--- config.mk ---
export PLATFORM = sky130hd
export DESIGN_NAME = crc_engine
export DESIGN_NICKNAME = d
export VERILOG_FILES = /design/src/rtl/crc_pkg.sv /design/src/rtl/crc_byte_step.sv /design/src/rtl/crc_engine.sv
export SDC_FILE = /design/constraint.sdc
export NUM_CORES = 1
export LEC_CHECK = 0
export ABC_CLOCK_PERIOD_IN_PS = 3700
export CAP_MARGIN = 20
export CORE_MARGIN = 1.5
export CORE_UTILIZATION = 45
export CTS_BUF_LIST = sky130_fd_sc_hd__clkbuf_8
export DETAILED_ROUTE_END_ITERATION = 10
export PLACE_DENSITY = 0.72
export SLEW_MARGIN = 25
export SYNTH_ARGS = -nofsm -noshare
export SYNTH_HDL_FRONTEND = slang
export SYNTH_HIERARCHICAL = 1
export SYNTH_SLANG_ARGS = --single-unit
--- constraint.sdc ---
create_clock -name clk -period 3.7 [get_ports clk]
set_input_delay 0.37 -clock clk [delete_from_list [all_inputs] [get_ports clk]]
set_output_delay 0.37 -clock clk [all_outputs]
set_load 0.005 [all_outputs]
--- src/rtl/crc_pkg.sv ---
// crc_pkg: shared types and helpers for the CRC engine.
//   crc_state_e  : engine state (ACCUM collecting beats, HOLD presenting a result)
//   bit_reverse  : mirrors the low 'width' bits of a 32-bit value (upper bits return 0)
package crc_pkg;

   typedef enum logic {
      ACCUM = 1'b0,
      HOLD  = 1'b1
   } crc_state_e;

   localparam int unsigned MAX_CRC_W = 32;

   function automatic logic [MAX_CRC_W-1:0] bit_reverse(input logic [MAX_CRC_W-1:0] value,
                                                        input int unsigned         width);
      logic [MAX_CRC_W-1:0] r;
      r = '0;
      for (int i = 0; i < MAX_CRC_W; i++) begin
         if (i < int'(width)) begin
            r[i] = value[int'(width) - 1 - i];
         end
      end
      return r;
   endfunction

endpackage

--- src/rtl/crc_byte_step.sv ---
// crc_byte_step: combinational single-byte CRC update.
// Ports:
//   acc_in  [CRC_W-1:0] : accumulator before this byte
//   data    [7:0]       : byte to fold in (bit-reversed first when REFIN=1)
//   acc_out [CRC_W-1:0] : accumulator after an MSB-first shift-XOR against POLY
module crc_byte_step
   import crc_pkg::*;
#(
   parameter int unsigned       CRC_W = 16,
   parameter logic [CRC_W-1:0]  POLY  = 'h8005,
   parameter bit                REFIN = 1'b0
) (
   input  logic [CRC_W-1:0] acc_in,
   input  logic [7:0]       data,
   output logic [CRC_W-1:0] acc_out
);

   logic [7:0]       din;
   logic [CRC_W-1:0] c;
   logic             fb;

   always_comb begin
      din = data;
      if (REFIN) begin
         din = 8'(bit_reverse({24'd0, data}, 32'd8));
      end
      c  = acc_in;
      fb = 1'b0;
      for (int b = 7; b >= 0; b--) begin
         fb = c[CRC_W-1] ^ din[b];
         c  = {c[CRC_W-2:0], 1'b0} ^ ({CRC_W{fb}} & POLY);
      end
      acc_out = c;
   end

endmodule

--- src/rtl/crc_engine.sv ---
// crc_engine: streaming CRC over byte-enabled beats with a held result.
// Ports:
//   clk, rst            : rising-edge clock, synchronous active-high reset
//   s_valid/s_ready     : input beat handshake
//   s_data, s_keep      : beat bytes (byte i = s_data[8i+7:8i]) and per-byte enables
//   s_last              : final beat of the frame
//   abort               : drop the frame being accumulated (ignored while holding a result)
//   m_valid/m_ready     : result handshake
//   m_crc, m_len        : final CRC and saturating byte count of the frame
//
// state | meaning
// ACCUM | accepting beats, folding enabled bytes into acc
// HOLD  | result presented on m_crc/m_len until m_ready
module crc_engine
   import crc_pkg::*;
#(
   parameter int unsigned       CRC_W      = 16,
   parameter logic [CRC_W-1:0]  POLY       = 'h8005,
   parameter logic [CRC_W-1:0]  INIT       = 'h0000,
   parameter logic [CRC_W-1:0]  XOROUT     = 'h0000,
   parameter bit                REFIN      = 1'b0,
   parameter bit                REFOUT     = 1'b0,
   parameter int unsigned       DATA_BYTES = 2
) (
   input  logic                    clk,
   input  logic                    rst,
   input  logic                    s_valid,
   output logic                    s_ready,
   input  logic [8*DATA_BYTES-1:0] s_data,
   input  logic [DATA_BYTES-1:0]   s_keep,
   input  logic                    s_last,
   input  logic                    abort,
   output logic                    m_valid,
   input  logic                    m_ready,
   output logic [CRC_W-1:0]        m_crc,
   output logic [15:0]             m_len
);

   crc_state_e        state, state_nxt;
   logic [CRC_W-1:0]  acc;
   logic [15:0]       count;
   logic [CRC_W-1:0]  m_crc_q;
   logic [15:0]       m_len_q;

   logic [CRC_W-1:0]  chain    [DATA_BYTES+1];
   logic [CRC_W-1:0]  step_out [DATA_BYTES];
   logic [CRC_W-1:0]  acc_next;
   logic [31:0]       crc_ext;
   logic [CRC_W-1:0]  crc_final;
   logic [3:0]        keep_cnt;
   logic [16:0]       len_sum;
   logic [15:0]       len_next;
   logic              accept;

   // Byte lanes chained in ascending order; a disabled lane passes the accumulator through.
   assign chain[0] = acc;
   for (genvar i = 0; i < DATA_BYTES; i++) begin : g_lane
      crc_byte_step #(
         .CRC_W (CRC_W),
         .POLY  (POLY),
         .REFIN (REFIN)
      ) u_step (
         .acc_in  (chain[i]),
         .data    (s_data[8*i +: 8]),
         .acc_out (step_out[i])
      );
      assign chain[i+1] = s_keep[i] ? step_out[i] : chain[i];
   end
   assign acc_next = chain[DATA_BYTES];

   always_comb begin
      crc_ext = '0;
      crc_ext[CRC_W-1:0] = acc_next;
      crc_final = acc_next;
      if (REFOUT) begin
         crc_final = CRC_W'(bit_reverse(crc_ext, CRC_W));
      end
      crc_final = crc_final ^ XOROUT;
   end

   always_comb begin
      keep_cnt = '0;
      for (int i = 0; i < DATA_BYTES; i++) begin
         keep_cnt = keep_cnt + 4'(s_keep[i]);
      end
      len_sum  = {1'b0, count} + {13'd0, keep_cnt};
      len_next = len_sum[16] ? 16'hFFFF : len_sum[15:0];
   end

   // Handshake outputs depend only on registered state (and rst), never on s_valid/m_ready.
   always_comb begin
      state_nxt = state;
      s_ready   = 1'b0;
      m_valid   = 1'b0;
      case (state)
         ACCUM: begin
            s_ready = ~rst;
            if (s_valid && s_ready && !abort && s_last) begin
               state_nxt = HOLD;
            end
         end
         HOLD: begin
            m_valid = 1'b1;
            if (m_ready) begin
               state_nxt = ACCUM;
            end
         end
         default: state_nxt = ACCUM;
      endcase
   end

   assign accept = s_valid & s_ready;

   // acc/count are cleared on entry to HOLD so the return to ACCUM starts a fresh frame.
   always_ff @(posedge clk) begin
      if (rst) begin
         state   <= ACCUM;
         acc     <= INIT;
         count   <= '0;
         m_crc_q <= '0;
         m_len_q <= '0;
      end else begin
         state <= state_nxt;
         if (state == ACCUM) begin
            if (abort) begin
               acc   <= INIT;
               count <= '0;
            end else if (accept) begin
               if (s_last) begin
                  m_crc_q <= crc_final;
                  m_len_q <= len_next;
                  acc     <= INIT;
                  count   <= '0;
               end else begin
                  acc   <= acc_next;
                  count <= len_next;
               end
            end
         end
      end
   end

   assign m_crc = m_crc_q;
   assign m_len = m_len_q;

endmodule

==> results.sh, run 1 <==
export IMPL_highest_count_cells_in_the_layout_ignoring_fill_and_taps="65 x sky130_fd_sc_hd__dfxtp_1, 57 x sky130_fd_sc_hd__clkdlybuf4s50_1, 35 x sky130_fd_sc_hd__o21ai_0, 30 x sky130_fd_sc_hd__nor2_1, 25 x sky130_fd_sc_hd__xnor2_1"
export IMPL_avgRoutedWirePerCell_um=16.2
export IMPL_postSynthNetCount=436
export IMPL_cp_data_required_time_ps=3930
export IMPL_detailed_place_area_sq_mm=0.00439
export IMPL_critical_path_depth=12
export IMPL_setup_repair_after_global_routing_missed_its_margin="no"
export IMPL_status="finished clean"
export IMPL_ys_warn_count=6
export IMPL_yosys_most_used_dff="sky130_fd_sc_hd__dfxtp_1"
export IMPL_clock_insertion_delay_worst_skew_ps=340
export IMPL_hold_worst_slack_ps=461
export IMPL_finalHoldViolCount=0
export IMPL_max_slew_worst_pin_slew_ps=900
export IMPL_worst_path_max_fanout=2
export IMPL_worst_setup_path_end_kind="flip-flop"
export IMPL_clock_sinks=65
export IMPL_setup_worst_path_start_class="input pin"
export IMPL_holdCritPathClass="flip-flop to flip-flop"
export IMPL_postSynthAreaPerCell_sq_um=9.20
export IMPL_timing_final_crit_share_pct=92.3
export IMPL_placeableCoreArea_sq_mm=0.00818
export IMPL_grt_ovfl_total=0
export IMPL_timing_setup_critical_path_class="input pin to flip-flop"
export IMPL_worst_clock_skew_ps=7.24
export IMPL_antenna_found_initial=0
export IMPL_critical_path_slowest_cell="sky130_fd_sc_hd__clkdlybuf4s50_1"
export IMPL_yosys_cell_types_count=55
export IMPL_cp_common_cell="sky130_fd_sc_hd__xnor2_2"
export IMPL_first_pass_grt_wire_length_um=14600
export IMPL_numPortBuffers=57
export IMPL_finalSetupViolCount=0
export IMPL_ir_worst_vdd_mv=0.249
export IMPL_whs_path_depth=2
export IMPL_worst_path_largest_cell_delay_ps=460
export IMPL_synth_seq_cells=65
export IMPL_num_nets_final=479
export IMPL_slew_headroom_pct=39.8
export IMPL_die_width_um=94.5
export IMPL_synth_seq_area_share_pct=34.5
export IMPL_critPathArrivalTime_ps=3640
export IMPL_worst_path_buf_inv=1
export IMPL_drc=0
export IMPL_final_period_minus_worst_setup_slack_ps=3420
export IMPL_max_cap_violations=0
export IMPL_syn2layout_area_growth_pct=21.9
export IMPL_power_leakage_nw=1.70
export IMPL_post_route_cell_area_sq_mm=0.00460
export IMPL_cts_root_buffer="sky130_fd_sc_hd__clkbuf_8"
export IMPL_die_area_sq_mm=0.00894
export IMPL_placer_congestion=0.867
export IMPL_mostFrequentLayoutCell="sky130_fd_sc_hd__dfxtp_1"
export IMPL_placement_setup_worst_slack_ps=-47.1
export IMPL_rr_startpoint="acc[14]"
export IMPL_clock_slew_seen_by_the_registers_of_the_worst_setup_and_hold_paths_ps=70
export IMPL_io_pins=58
export IMPL_timing_critical_path_max_delay_family="XOR/XNOR gates"
export IMPL_r2r_cells=11
export IMPL_rows=33
export IMPL_tritoncts_clock_tree="yes"
export IMPL_maxSlewViolCount=0
export IMPL_first_pass_iters=4
export IMPL_rr_endpoint="m_crc[15]"
export IMPL_drt_wl_total_um=9080
export IMPL_die_height_um=94.5
export IMPL_number_of_routed_nets_with_antenna_violations=0
export IMPL_hold_end="count[0]"
export IMPL_detailedRoute_firstIterationViolations=159
export IMPL_synth_async_reset_ratio_pct=0
export IMPL_post_cts_setup_buffers=0
export IMPL_floorplan_initialDensity_pct=46.1
export IMPL_cts_hold_buffers_added=0
export IMPL_groute_usage_overall_pct=21.2
export IMPL_fmax_ghz=0.293
export IMPL_antenna_cells=0
export IMPL_cts_buffers=9
export IMPL_detailroute_via_count=3132
export IMPL_clockBufferDepth=2
export IMPL_layout_drive_gt1_share_pct=15.8
export IMPL_netlist_area_sq_mm=0.00377
export IMPL_htreeDepth=3
export IMPL_post_cts_resize_count=0
export IMPL_power_per_cell_area_mw_per_mm2=397
export IMPL_final_critical_path_setup_slack_ps=284
export IMPL_n_fill_cell=769
export IMPL_first_global_vias=3119
export IMPL_detailedPlacementHpwl_um=6260
export IMPL_number_of_vias_per_cell=5.57
export IMPL_grt_start_max_net_pins=40
export IMPL_crit_chain="clkdlybuf4s50_1, xnor2_2, xor2_2, xnor2_2, xnor3_1, mux2_2, xnor2_2, xor2_2, xnor2_2, xnor3_1, mux2_2, mux2_2"
export IMPL_synth_enable_flop_cells=0
export IMPL_synthesis_instances=410
export IMPL_setup_reg_to_reg_worst_slack_ps=410
export IMPL_min_delay_start="count[0]"
==> cells in the mapped netlist (2+ instances only) <==
| library cell | count | area [sq um] |
|---|---|---|
| sky130_fd_sc_hd__dfxtp_1 | 65 | 1300 |
| sky130_fd_sc_hd__o21ai_0 | 35 | 175 |
| sky130_fd_sc_hd__nor2_1 | 30 | 113 |
| sky130_fd_sc_hd__xnor2_1 | 25 | 219 |
| sky130_fd_sc_hd__nand3_1 | 21 | 105 |
| sky130_fd_sc_hd__mux2_2 | 18 | 203 |
| sky130_fd_sc_hd__mux2i_1 | 16 | 160 |
| sky130_fd_sc_hd__a21oi_1 | 15 | 75.1 |
| sky130_fd_sc_hd__a2bb2oi_1 | 15 | 131 |
| sky130_fd_sc_hd__clkbuf_1 | 15 | 56.3 |
| sky130_fd_sc_hd__xor2_1 | 15 | 131 |
| sky130_fd_sc_hd__buf_2 | 12 | 60.1 |
| sky130_fd_sc_hd__buf_4 | 12 | 90.1 |
| sky130_fd_sc_hd__xnor2_2 | 12 | 195 |
| sky130_fd_sc_hd__nand2_1 | 11 | 41.3 |
| sky130_fd_sc_hd__inv_1 | 10 | 37.5 |
| sky130_fd_sc_hd__nor3_1 | 7 | 35.0 |
| sky130_fd_sc_hd__a22oi_1 | 6 | 45.0 |
| sky130_fd_sc_hd__nor2b_1 | 5 | 31.3 |
| sky130_fd_sc_hd__buf_1 | 4 | 15.0 |
| sky130_fd_sc_hd__nand4_1 | 4 | 25.0 |
| sky130_fd_sc_hd__a211oi_1 | 3 | 22.5 |
| sky130_fd_sc_hd__a22o_1 | 3 | 26.3 |
| sky130_fd_sc_hd__a311oi_1 | 3 | 26.3 |
| sky130_fd_sc_hd__a31o_2 | 3 | 26.3 |
| sky130_fd_sc_hd__nor4_1 | 3 | 18.8 |
| sky130_fd_sc_hd__o22ai_1 | 3 | 18.8 |
| sky130_fd_sc_hd__o2bb2ai_1 | 3 | 26.3 |
| sky130_fd_sc_hd__a21o_1 | 2 | 15.0 |
| sky130_fd_sc_hd__a31oi_1 | 2 | 12.5 |
| sky130_fd_sc_hd__and3_1 | 2 | 12.5 |
| sky130_fd_sc_hd__o21ba_2 | 2 | 20.0 |
| sky130_fd_sc_hd__o21bai_1 | 2 | 15.0 |
| sky130_fd_sc_hd__o32ai_1 | 2 | 17.5 |
| sky130_fd_sc_hd__or4_1 | 2 | 15.0 |
| sky130_fd_sc_hd__xnor3_1 | 2 | 45.0 |
| sky130_fd_sc_hd__xor2_2 | 2 | 32.5 |
==> power by group <==
| group | total (mW) | leakage, nW | switching, mW | internal, mW |
|---|---|---|---|---|
| clock network | 0.651 | 0.115 | 0.262 | 0.388 |
| registers | 0.730 | 0.526 | 0.0116 | 0.718 |
| logic | 0.443 | 1.06 | 0.196 | 0.247 |
==> stage by stage <==
stage	setup TNS [ps]	util [%]	total power, mW	instances
after floorplan	0	-	1.07	410
after global placement	0	53.7	1.18	547
after detailed placement	-47.1	53.7	1.19	547
after CTS	0	56.2	1.84	562
after global routing	0	56.2	1.90	562
final	0	56.2	1.82	562
==> worst min-delay path, delay by kind of cell, from the launching register on <==
| family | cells | cell delay (ps) |
|---|---|---|
| flops | 1 | 310 |
| compound gates | 1 | 60 |
| simple gates | 1 | 50 |
==> area by class of cell <==
type / instances / area, sq um / area share, %
multi-input combinational: 291 / 2210 / 48.0
sequential: 65 / 1300 / 28.3
timing repair buffer: 75 / 706 / 15.4
clock buffer: 10 / 138 / 2.99
tap: 105 / 131 / 2.86
clock inverter: 5 / 72.6 / 1.58
inverter: 11 / 41.3 / 0.898
==> how the worst max path moves through the flow <==
stage               slack (ps)      start   endpoint
global placement            30  s_data[5]  m_crc[15]
detailed placement         -50  s_data[7]  m_crc[15]
finish                     280  s_data[7]  m_crc[15]
floorplan                  480  s_data[7]  m_crc[15]
CTS                        300  s_data[7]  m_crc[15]
global route               160  s_data[6]  m_crc[15]
==> sequential cells by signal, indices dropped and copies added, names as in the netlist <==
| name | count |
|---|---|
| m_crc | 16 |
| state | 1 |
| m_len | 16 |
| count | 16 |
| acc | 16 |
==> cells by family after synthesis <==
kind of cell	Yosys count	share of synthesized area, %
AOI/OAI and AO/OA	104	18.6
and+or+nand+nor	95	12.9
DFF	65	34.5
xor gates and xnor gates	56	16.5
buffers and inverters	54	6.97
muxes	34	9.62
adders and majority gates	2	0.863
==> per-layer routing <==
layer	vias to the layer above	global-route usage (%)	routed length [um]	share of wire, %
met5	-	0	0	0
met4	0	6.47	118	1.3
met3	10	5.64	556	6.1
met2	101	36.6	4490	49
met1	1480	25.7	3920	43
li1	1541	-	-	-
(Power assumes the default switching activity.)
==> run 2: changes to the inputs <==
--- a/config.mk
+++ b/config.mk
@@ -17,3 +17,4 @@
 export SYNTH_HDL_FRONTEND = slang
 export SYNTH_HIERARCHICAL = 1
 export SYNTH_SLANG_ARGS = --single-unit
+export TNS_END_PERCENT = 10
==> results of run 2 <==
Final layout, timing and power as in run 1 (identical DEF).
